<file path="config.mk">
export PLATFORM = sky130hd
export DESIGN_NAME = vc_writeback_buffer
export DESIGN_NICKNAME = d
export VERILOG_FILES = /design/src/rtl/vc_writeback_buffer.sv
export SDC_FILE = /design/constraint.sdc
export NUM_CORES = 1
export LEC_CHECK = 0
export ABC_AREA = 1
export CAP_MARGIN = 20
export CORE_AREA = 2 2 383 385
export DETAILED_ROUTE_END_ITERATION = 12
export DIE_AREA = 0 0 385 387
export PLACE_DENSITY = 0.71
export SLEW_MARGIN = 20
export SYNTH_ARGS = -nofsm -noshare
export SYNTH_HDL_FRONTEND = slang
export SYNTH_SLANG_ARGS = --single-unit
</file>
<file path="constraint.sdc">
create_clock -name clk -period 20.7 [get_ports clk]
set_clock_uncertainty 0.2 [all_clocks]
set_input_delay 3.105 -clock clk [delete_from_list [all_inputs] [get_ports clk]]
set_output_delay 3.105 -clock clk [all_outputs]
set_load 0.05 [all_outputs]
</file>
<file path="src/rtl/vc_writeback_buffer.sv">
// Posted write buffer: queues evicted dirty lines and drains them in order to physical memory.
// Define VC_WB_FORWARD_EN to add the combinational line-forwarding lookup port.
module vc_writeback_buffer #(
  parameter int unsigned s_offset   = 5,
  parameter int unsigned s_line     = 256,
  parameter int unsigned addr_width = 32,
  parameter int unsigned depth      = 4
) (
  input  logic                  clk,
  input  logic                  rst,
  input  logic                  wb_write,
  input  logic [addr_width-1:0] wb_address,
  input  logic [s_line-1:0]     wb_wdata,
  output logic                  wb_full,
  output logic                  wb_empty,
  output logic                  pmem_write,
  output logic [addr_width-1:0] pmem_address,
  output logic [s_line-1:0]     pmem_wdata,
  input  logic                  pmem_resp
`ifdef VC_WB_FORWARD_EN
  ,
  input  logic [addr_width-1:0] rd_address,
  output logic                  rd_hit,
  output logic [s_line-1:0]     rd_data
`endif
);

  localparam int unsigned idx_w = $clog2(depth);
  localparam int unsigned ptr_w = idx_w + 1;
  localparam int unsigned tag_w = addr_width - s_offset;

  typedef enum logic {
    IDLE,
    WRITE
  } state_t;

  state_t             state;
  logic [ptr_w-1:0]   head;
  logic [ptr_w-1:0]   tail;
  logic [ptr_w-1:0]   count;
  logic [idx_w-1:0]   head_idx;
  logic [idx_w-1:0]   tail_idx;
  logic [tag_w-1:0]   tag_q  [depth];
  logic [s_line-1:0]  data_q [depth];
  logic [depth-1:0]   valid_q;
  logic               push;
  logic               pop;

  assign head_idx = head[idx_w-1:0];
  assign tail_idx = tail[idx_w-1:0];
  assign count    = tail - head;
  assign wb_full  = (count == ptr_w'(depth));
  assign wb_empty = (count == '0);
  assign push     = wb_write && !wb_full;
  assign pop      = (state == WRITE) && pmem_resp;

  // Pointers carry one extra wrap bit so full and empty are distinguishable.
  always_ff @(posedge clk) begin
    if (rst) begin
      head    <= '0;
      tail    <= '0;
      valid_q <= '0;
    end else begin
      if (push) begin
        tail              <= tail + ptr_w'(1);
        valid_q[tail_idx] <= 1'b1;
      end
      if (pop) begin
        head              <= head + ptr_w'(1);
        valid_q[head_idx] <= 1'b0;
      end
    end
  end

  always_ff @(posedge clk) begin
    if (push) begin
      tag_q[tail_idx]  <= wb_address[addr_width-1:s_offset];
      data_q[tail_idx] <= wb_wdata;
    end
  end

  // Request fields are captured on IDLE->WRITE so they stay stable while waiting.
  always_ff @(posedge clk) begin
    if (rst) begin
      state        <= IDLE;
      pmem_write   <= 1'b0;
      pmem_address <= '0;
      pmem_wdata   <= '0;
    end else begin
      case (state)
        IDLE: begin
          if (!wb_empty) begin
            state        <= WRITE;
            pmem_write   <= 1'b1;
            pmem_address <= {tag_q[head_idx], {s_offset{1'b0}}};
            pmem_wdata   <= data_q[head_idx];
          end
        end
        WRITE: begin
          if (pmem_resp) begin
            state      <= IDLE;
            pmem_write <= 1'b0;
          end
        end
        default: begin
          state      <= IDLE;
          pmem_write <= 1'b0;
        end
      endcase
    end
  end

`ifdef VC_WB_FORWARD_EN
  logic [idx_w-1:0] fwd_idx;

  // Scan oldest to youngest so the youngest matching entry overrides earlier ones.
  always_comb begin
    rd_hit  = 1'b0;
    rd_data = '0;
    fwd_idx = '0;
    for (int unsigned i = 0; i < depth; i++) begin
      fwd_idx = head_idx + idx_w'(i);
      if (valid_q[fwd_idx] && (tag_q[fwd_idx] == rd_address[addr_width-1:s_offset])) begin
        rd_hit  = 1'b1;
        rd_data = data_q[fwd_idx];
      end
    end
  end
`endif

endmodule

</file>
==> summary.md, run 1 <==
| Metric | Value |
|---|---|
| Yosys top cell area share | 0.589 |
| Synth unique cells | 20 |
| CP Class | in -> reg |
| Setup TNS | 0 ns |
| Die outline width | 385 um |
| Vias in the first global route | 37100 |
| Post-synth EDFFs | 1132 |
| Vias | 39400 |
| Clock Sinks | 1423 |
| LEAKAGE | 28.3 nW |
| Status | complete, no violations |
| FILL cells | 12800 |
| Sequential fraction of the synthesis area | 0.690 |
| Critical Path, Cell by Cell | clkdlybuf4s50_1, nand2_1, nor2_4, buf_4, buf_4, buf_4 |
| Hpwl dp | 80600 um |
| Slew @ Worst Pin | 1.16 ns |
| Crit-path max cell delay | approximately 0.9 ns |
| CTS tree | done |
| Worst hold path type | reg -> reg |
| WP data required | 20.89 ns |
| # hold bufs at CTS | 0 |
| CP startpoint kind | input port |
| Fin. Hold Viols | 0 |
| Io pins | 583 |
| Slew Limit Fails | 0 |
| Largest net degree at the start of global routing | 211 |
| Die area | 149000 um2 |
| Root buffer cell | clkbuf_16 |
| Slew Limit Headroom | 0.225 |
| Share of layout cells above drive strength 1 | 0.0445 |
| Number of synthesized register bits | between 1000 and 1500 |
| Fmax | 142 MHz |
| Ys flop type | edfxtp_1 |
| First-pass GRT wire length | 214000 um |
| DR WL/cell | 17.0 um |
| TritonCTS buffer count | approximately 150 |
| Family with the most delay on the worst path | buffers and inverters |
| Post-CTS Setup Repair Bufs | 0 |
| Area growth syn-to-layout | 20.8% |
| Clock Latency Late Sink | 0.78 ns |
| Most frequent cells in the layout | nand2_1, nor2_1, edfxtp_1 |
| CP arrival | 7.22 ns |
| Initial DRC count | 2615 |
| Max stage delay cell, worst path | buf_4 |
| Min cycle time layout | 7.04 ns |
| Commonest non-fill, non-tap cell in the layout | nand2_1 |
| Max FO, Critical Path | 63 |
| Die Ht | 387 um |
| Worst setup EP type | register |
| Post-Syn Area | 57700 um2 |
| CTS resizes | 0 |
| Starting density of the core | 0.398 |
| Cell Rows | 140 |
| Top area cells in the synthesized netlist | edfxtp_1, nand2_1, dfxtp_1 |
| WL final | 141000 um |
| PwrDens | between 100 and 150 nW/um2 |
| Critical path's most frequent cell | buf_4 |
| H-Tree Depth | 4 |
| FFs w/ async S/R, synth | 0 |
| Final WS setup | ~14 ns |
| Final period utilization | 0.340 |
| Via-to-Cell Ratio | 4.74 |
| Worst slack, placed | approximately 13 ns |
| Final non-filler cell total | between 8000 and 9000 |
| Cells after DPL | 8000 |
| Routed Antenna Nets | 0 |
| Syn. warnings | 0 |
| Pwr Total | 9.80 mW |
| GPL Wtd Cong | 0.768 |
| Max_cap viols | 0 |
| Total core area | ~140000 um2 |
| Clock transition at path regs | around 0.060 ns |
| GRT overflow | 0 |
| Peak supply drop | 132 uV |
| Global Route Usage Sum | 0.186 |
| I/O Buffers | 572 |
| Clock Path Buffers | 3 |
| Setup violators final | 0 |
| WP buf/inv | 4 |
| Cells after Synth | 5780 |
| Post-synth top area cell | edfxtp_1 |
| Drc violations | 0 |
| Drt first pass iters | 5 |
| RSZ-0062 raised after global routing | false |
| Mean Syn Cell Area | 9.98 um2 |
| Initial antenna violation count | 46 |
| Layout Nets | 6534 |
[power breakdown]
group	switching [mW]	internal, mW	total (mW)
Combinational	2.34	0.988	3.33
Clock	1.11	1.50	2.61
Sequential	0.229	3.63	3.86
Total	3.68	6.12	9.80
[cell type report]
type / count / area (um2) / area share
diodes: 32 / 80.1 / 0.00115
clock buffers: 210 / 4150 / 0.0595
clock inverters: 69 / 676 / 0.00970
inverters: 305 / 1180 / 0.0169
multi-input cells: 3738 / 15200 / 0.218
flip-flops and latches: 1423 / 39800 / 0.571
well taps: 1917 / 2400 / 0.0344
repair buffers: 618 / 6160 / 0.0884
[cell families after synthesis]
logic type               Yosys count  synth area share
AO/OA/AOI/OAI                      8          0.000694
XOR/XNOR                           1          0.000152
adder cells (fa/ha/maj)            7           0.00152
buffers and inverters            623            0.0466
flip-flops                      1423             0.690
other                              1         0.0000650
AND/OR/NAND/NOR                 3717             0.261
[worst register-to-register path, cell delays in order, from the launching register on]
cell	delay (ns)
dfxtp_4	0.73
inv_1	0.13
ha_1	0.35
a21oi_1	0.20
nand2_1	0.07
nand3_1	0.16
nand2_1	0.30
nor2_4	0.83
buf_4	0.91
buf_4	0.66
buf_4	0.86
[per-layer routing]
layer	vias up	global-route usage	share of wire
met5	-	0	0.0014
met4	30	0.0823	0.032
met3	252	0.0440	0.062
met2	967	0.305	0.49
met1	18800	0.233	0.42
li1	19300	-	-
[metrics by stage]
stage	hold slack [ns]	cell area, um2	util
finish	0.281	69700	0.481
global placement	0.262	64800	0.447
floorplan	0.273	57700	-
CTS	0.284	69600	0.480
global route	0.301	69700	0.481
detailed placement	0.270	64800	0.447
[path summary, 6_finish.rpt]
kind	startpoint	slack [ns]	depth (start not counted)	end
setup / recovery	wb_write	13.66	6	tag_q[3][1]$_DFFE_PP_
hold / removal	pmem_wdata[43]$_SDFFE_PP0P_	0.28	2	pmem_wdata[43]$_SDFFE_PP0P_
hold reg to reg	pmem_wdata[43]$_SDFFE_PP0P_	0.28	2	pmem_wdata[43]$_SDFFE_PP0P_
setup reg to reg	head[1]$_SDFFE_PP0P_	14.87	10	tag_q[3][1]$_DFFE_PP_
[cell usage after synthesis, types with 2 or more instances]
library cell,n
inv_2,6
dfxtp_1,291
nor2_1,1143
buf_6,3
buf_4,29
inv_1,299
edfxtp_1,1132
o21ai_0,2
nand3b_1,284
ha_1,7
nand2_1,2285
buf_2,176
clkbuf_1,71
a21oi_1,5
nand3_1,4
buf_1,39
[registers in the layout, summed over array words and instances, names as in the netlist]
register / flops
pmem_address: 27
tag_q: 108
data_q: 1024
tail: 3
pmem_wdata: 256
head: 3
pmem_write: 1
state: 1
No activity file was read; power rests on OpenSTA's default activity.
==> run 2: changes to the inputs <==
==> constraint.sdc (replaced) <==
create_clock -name clk -period 7.2 [get_ports clk]
set_clock_uncertainty 0.2 [all_clocks]
set_input_delay 1.08 -clock clk [delete_from_list [all_inputs] [get_ports clk]]
set_output_delay 1.08 -clock clk [all_outputs]
set_load 0.05 [all_outputs]
==> summary.md, run 2 (same netlist as run 1, synthesis figures left out) <==
| Metric | Value |
|---|---|
| Cells on Worst Hold Path | 2 (unchanged) |
| Post-CTS Setup Repair Bufs | 0 (unchanged) |
| CTS tree | done (unchanged) |
| Slew Limit Headroom | 0.233 (was 0.225) |
| RSZ-0062 raised after global routing | false (unchanged) |
| I/O Buffers | 572 (unchanged) |
| Max stage delay cell, worst path | clkdlybuf4s50_1 (was buf_4) |
| Critical Path, Cell by Cell | inv_1, ha_1, nand2_1, nand2_1, nand2_1, nand3_4, inv_2, clkdlybuf4s50_1 (was clkdlybuf4s50_1, nand2_1, nor2_4, buf_4, buf_4, buf_4) |
| Layout Nets | 6541 (was 6534) |
| Most frequent cells in the layout | nand2_1, nor2_1, edfxtp_1 (unchanged) |
| FF-to-FF Start | head[0]$_SDFFE_PP0P_ (was head[1]$_SDFFE_PP0P_) |
| Peak supply drop | 632 uV (was 132 uV) |
| Critical path's most frequent cell | nand2_1 (was buf_4) |
| Global Route Usage Sum | 0.190 (was 0.186) |
| Clock Latency Late Sink | 0.78 ns (about the same) |
| Die area | 149000 um2 (unchanged) |
| Largest registers | data_q: 1024 flops, pmem_wdata: 256 flops, tag_q: 108 flops (unchanged) |
| Worst slack, placed | 2.91 ns (was 12.76 ns) |
| Die Ht | 387 um (unchanged) |
| Fin. Hold Viols | 0 (unchanged) |
| Area growth syn-to-layout | 21.3% (was 20.8%) |
| WP data required | 5.92 ns (was 20.89 ns) |
| Worst hold path type | reg -> reg (unchanged) |
| Max FO, Critical Path | 55 (was 63) |
| Slew Limit Fails | 0 (unchanged) |
| Cell Rows | 140 (unchanged) |
| Layout Utilization | 0.483 (was 0.481) |
| Vias | 39400 (about the same) |
| Clock transition at path regs | 0.06 ns (about the same) |
| Cells after DPL | 8007 (was 8000) |
| Min cycle time layout | between 4 and 5 ns |
| Final non-filler cell total | 8311 (was 8312) |
| DR WL/cell | 17.3 um (was 17.0 um) |
| Clock Path Buffers | 3 (unchanged) |
| Via-to-Cell Ratio | 4.74 (about the same) |
| Crit-path max cell delay | 0.80 ns (was 0.90 ns) |
| CTS resizes | 0 (unchanged) |
| Commonest non-fill, non-tap cell in the layout | nand2_1 (unchanged) |
| Fmax | roughly 210 MHz |
| Share of layout cells above drive strength 1 | 0.0449 (was 0.0445) |
| Biggest register | data_q (unchanged) |
| Routed Antenna Nets | 0 (unchanged) |
| Hpwl dp | 81700 um (was 80600 um) |
| R2r endpoint | pmem_wdata[204]$_SDFFE_PP0P_ (was tag_q[3][1]$_DFFE_PP_) |
| GRT overflow | 0 (unchanged) |
| WHS Endpoint | pmem_wdata[14]$_SDFFE_PP0P_ (was pmem_wdata[43]$_SDFFE_PP0P_) |
| Hold_sp | pmem_wdata[14]$_SDFFE_PP0P_ (was pmem_wdata[43]$_SDFFE_PP0P_) |
| TritonCTS buffer count | 150 (was 149) |
| WL final | 143000 um (was 141000 um) |
| LEAKAGE | 28.3 nW (about the same) |
| # hold bufs at CTS | 0 (unchanged) |
| First-pass GRT wire length | 219000 um (was 214000 um) |
| Final period utilization | 0.663 |
| Status | complete, no violations (unchanged) |
| Family with the most delay on the worst path | buffers and inverters (unchanged) |
| Clock Sinks | 1423 (unchanged) |
| CP Class | reg -> out (was in -> reg) |
| Io pins | 583 (unchanged) |
| Initial DRC count | 2302 (was 2615) |
| Worst reg2reg setup slack | 2.93 ns (was 14.87 ns) |
| Max_cap viols | 0 (unchanged) |
| CP startpoint kind | register (was input port) |
| Worst setup EP type | output pin (was register) |
| FILL cells | 12700 (was 12800) |
| Die outline width | 385 um (unchanged) |
| Worst r2r path cells | 10 (unchanged) |
| Root buffer cell | clkbuf_16 (unchanged) |
| Drt first pass iters | 5 (unchanged) |
| Largest net degree at the start of global routing | 225 (was 211) |
| Final WS setup | 2.43 ns (was 13.66 ns) |
| Drc violations | 0 (unchanged) |
| Starting density of the core | 0.398 (unchanged) |
| Slew @ Worst Pin | 1.15 ns (was 1.16 ns) |
| GPL Wtd Cong | 0.799 (was 0.768) |
| H-Tree Depth | 4 (unchanged) |
| Vias in the first global route | 37600 (was 37100) |
| PwrDens | 406 nW/um2 (was 141 nW/um2) |
| Total core area | 145000 um2 (unchanged) |
| CP arrival | 3.49 ns (was 7.22 ns) |
| Initial antenna violation count | 32 (was 46) |
| Max FFs per register | 1024 (unchanged) |
| Setup violators final | 0 (unchanged) |
| WP buf/inv | 3 (was 4) |
-- run 2: how the worst max path moves through the flow --
stage | start | endpoint | depth (start not counted)
3_3_place_gp | head[1]$_SDFFE_PP0P_ | pmem_wdata[165]$_SDFFE_PP0P_ | 10
4_1_cts | head[1]$_SDFFE_PP0P_ | wb_empty | 8
5_1_grt | head[1]$_SDFFE_PP0P_ | wb_empty | 8
2_1_floorplan | head[1]$_SDFFE_PP0P_ | data_q[0][0]$_DFFE_PP_ | 10
3_5_place_dp | head[1]$_SDFFE_PP0P_ | pmem_wdata[192]$_SDFFE_PP0P_ | 10
6_report | head[1]$_SDFFE_PP0P_ | wb_empty | 8
-- run 2: stage by stage --
stage               hold WS (ns)  power, mW  instance area (um2)  setup TNS, ns
floorplan                  0.273       17.8                57700       -3107.39
global placement           0.261       20.8                64900              0
detailed placement         0.270       20.9                64900              0
CTS                        0.284       28.7                69900              0
global route               0.300       29.8                70000              0
finish                     0.280       28.4                70000              0
-- run 2: worst min-delay path, stage by stage (launching register included) --
cell and delay, ns:
dfxtp_1 0.32, nor2_1 0.05, nor2_1 0.08
-- run 2: cell type report --
| class | instances | area (um2) | area share |
|---|---|---|---|
| antenna | 24 | 60.1 | 0.000859 |
| clock buffer | 218 | 4270 | 0.0611 |
| clock inverter | 62 | 703 | 0.0101 |
| inverter | 305 | 1180 | 0.0169 |
| multi-input combinational | 3738 | 15200 | 0.218 |
| sequential | 1423 | 39800 | 0.569 |
| tap | 1917 | 2400 | 0.0343 |
| timing repair buffer | 624 | 6290 | 0.0899 |
-- run 2: per-layer routing --
metal  wire [um]  global-route usage
met1       58700               0.234
met2       70900               0.323
met3        8730              0.0404
met4        4940              0.0800
met5         128                   0
-- run 2: power by group --
group / leakage (nW) / total, mW / internal (mW) / switching (mW)
clock network: 2.41 / 7.69 / 4.49 / 3.20
logic: 13.2 / 9.62 / 2.86 / 6.76
registers: 12.8 / 11.1 / 10.4 / 0.658
total: 28.3 / 28.4 / 17.8 / 10.6
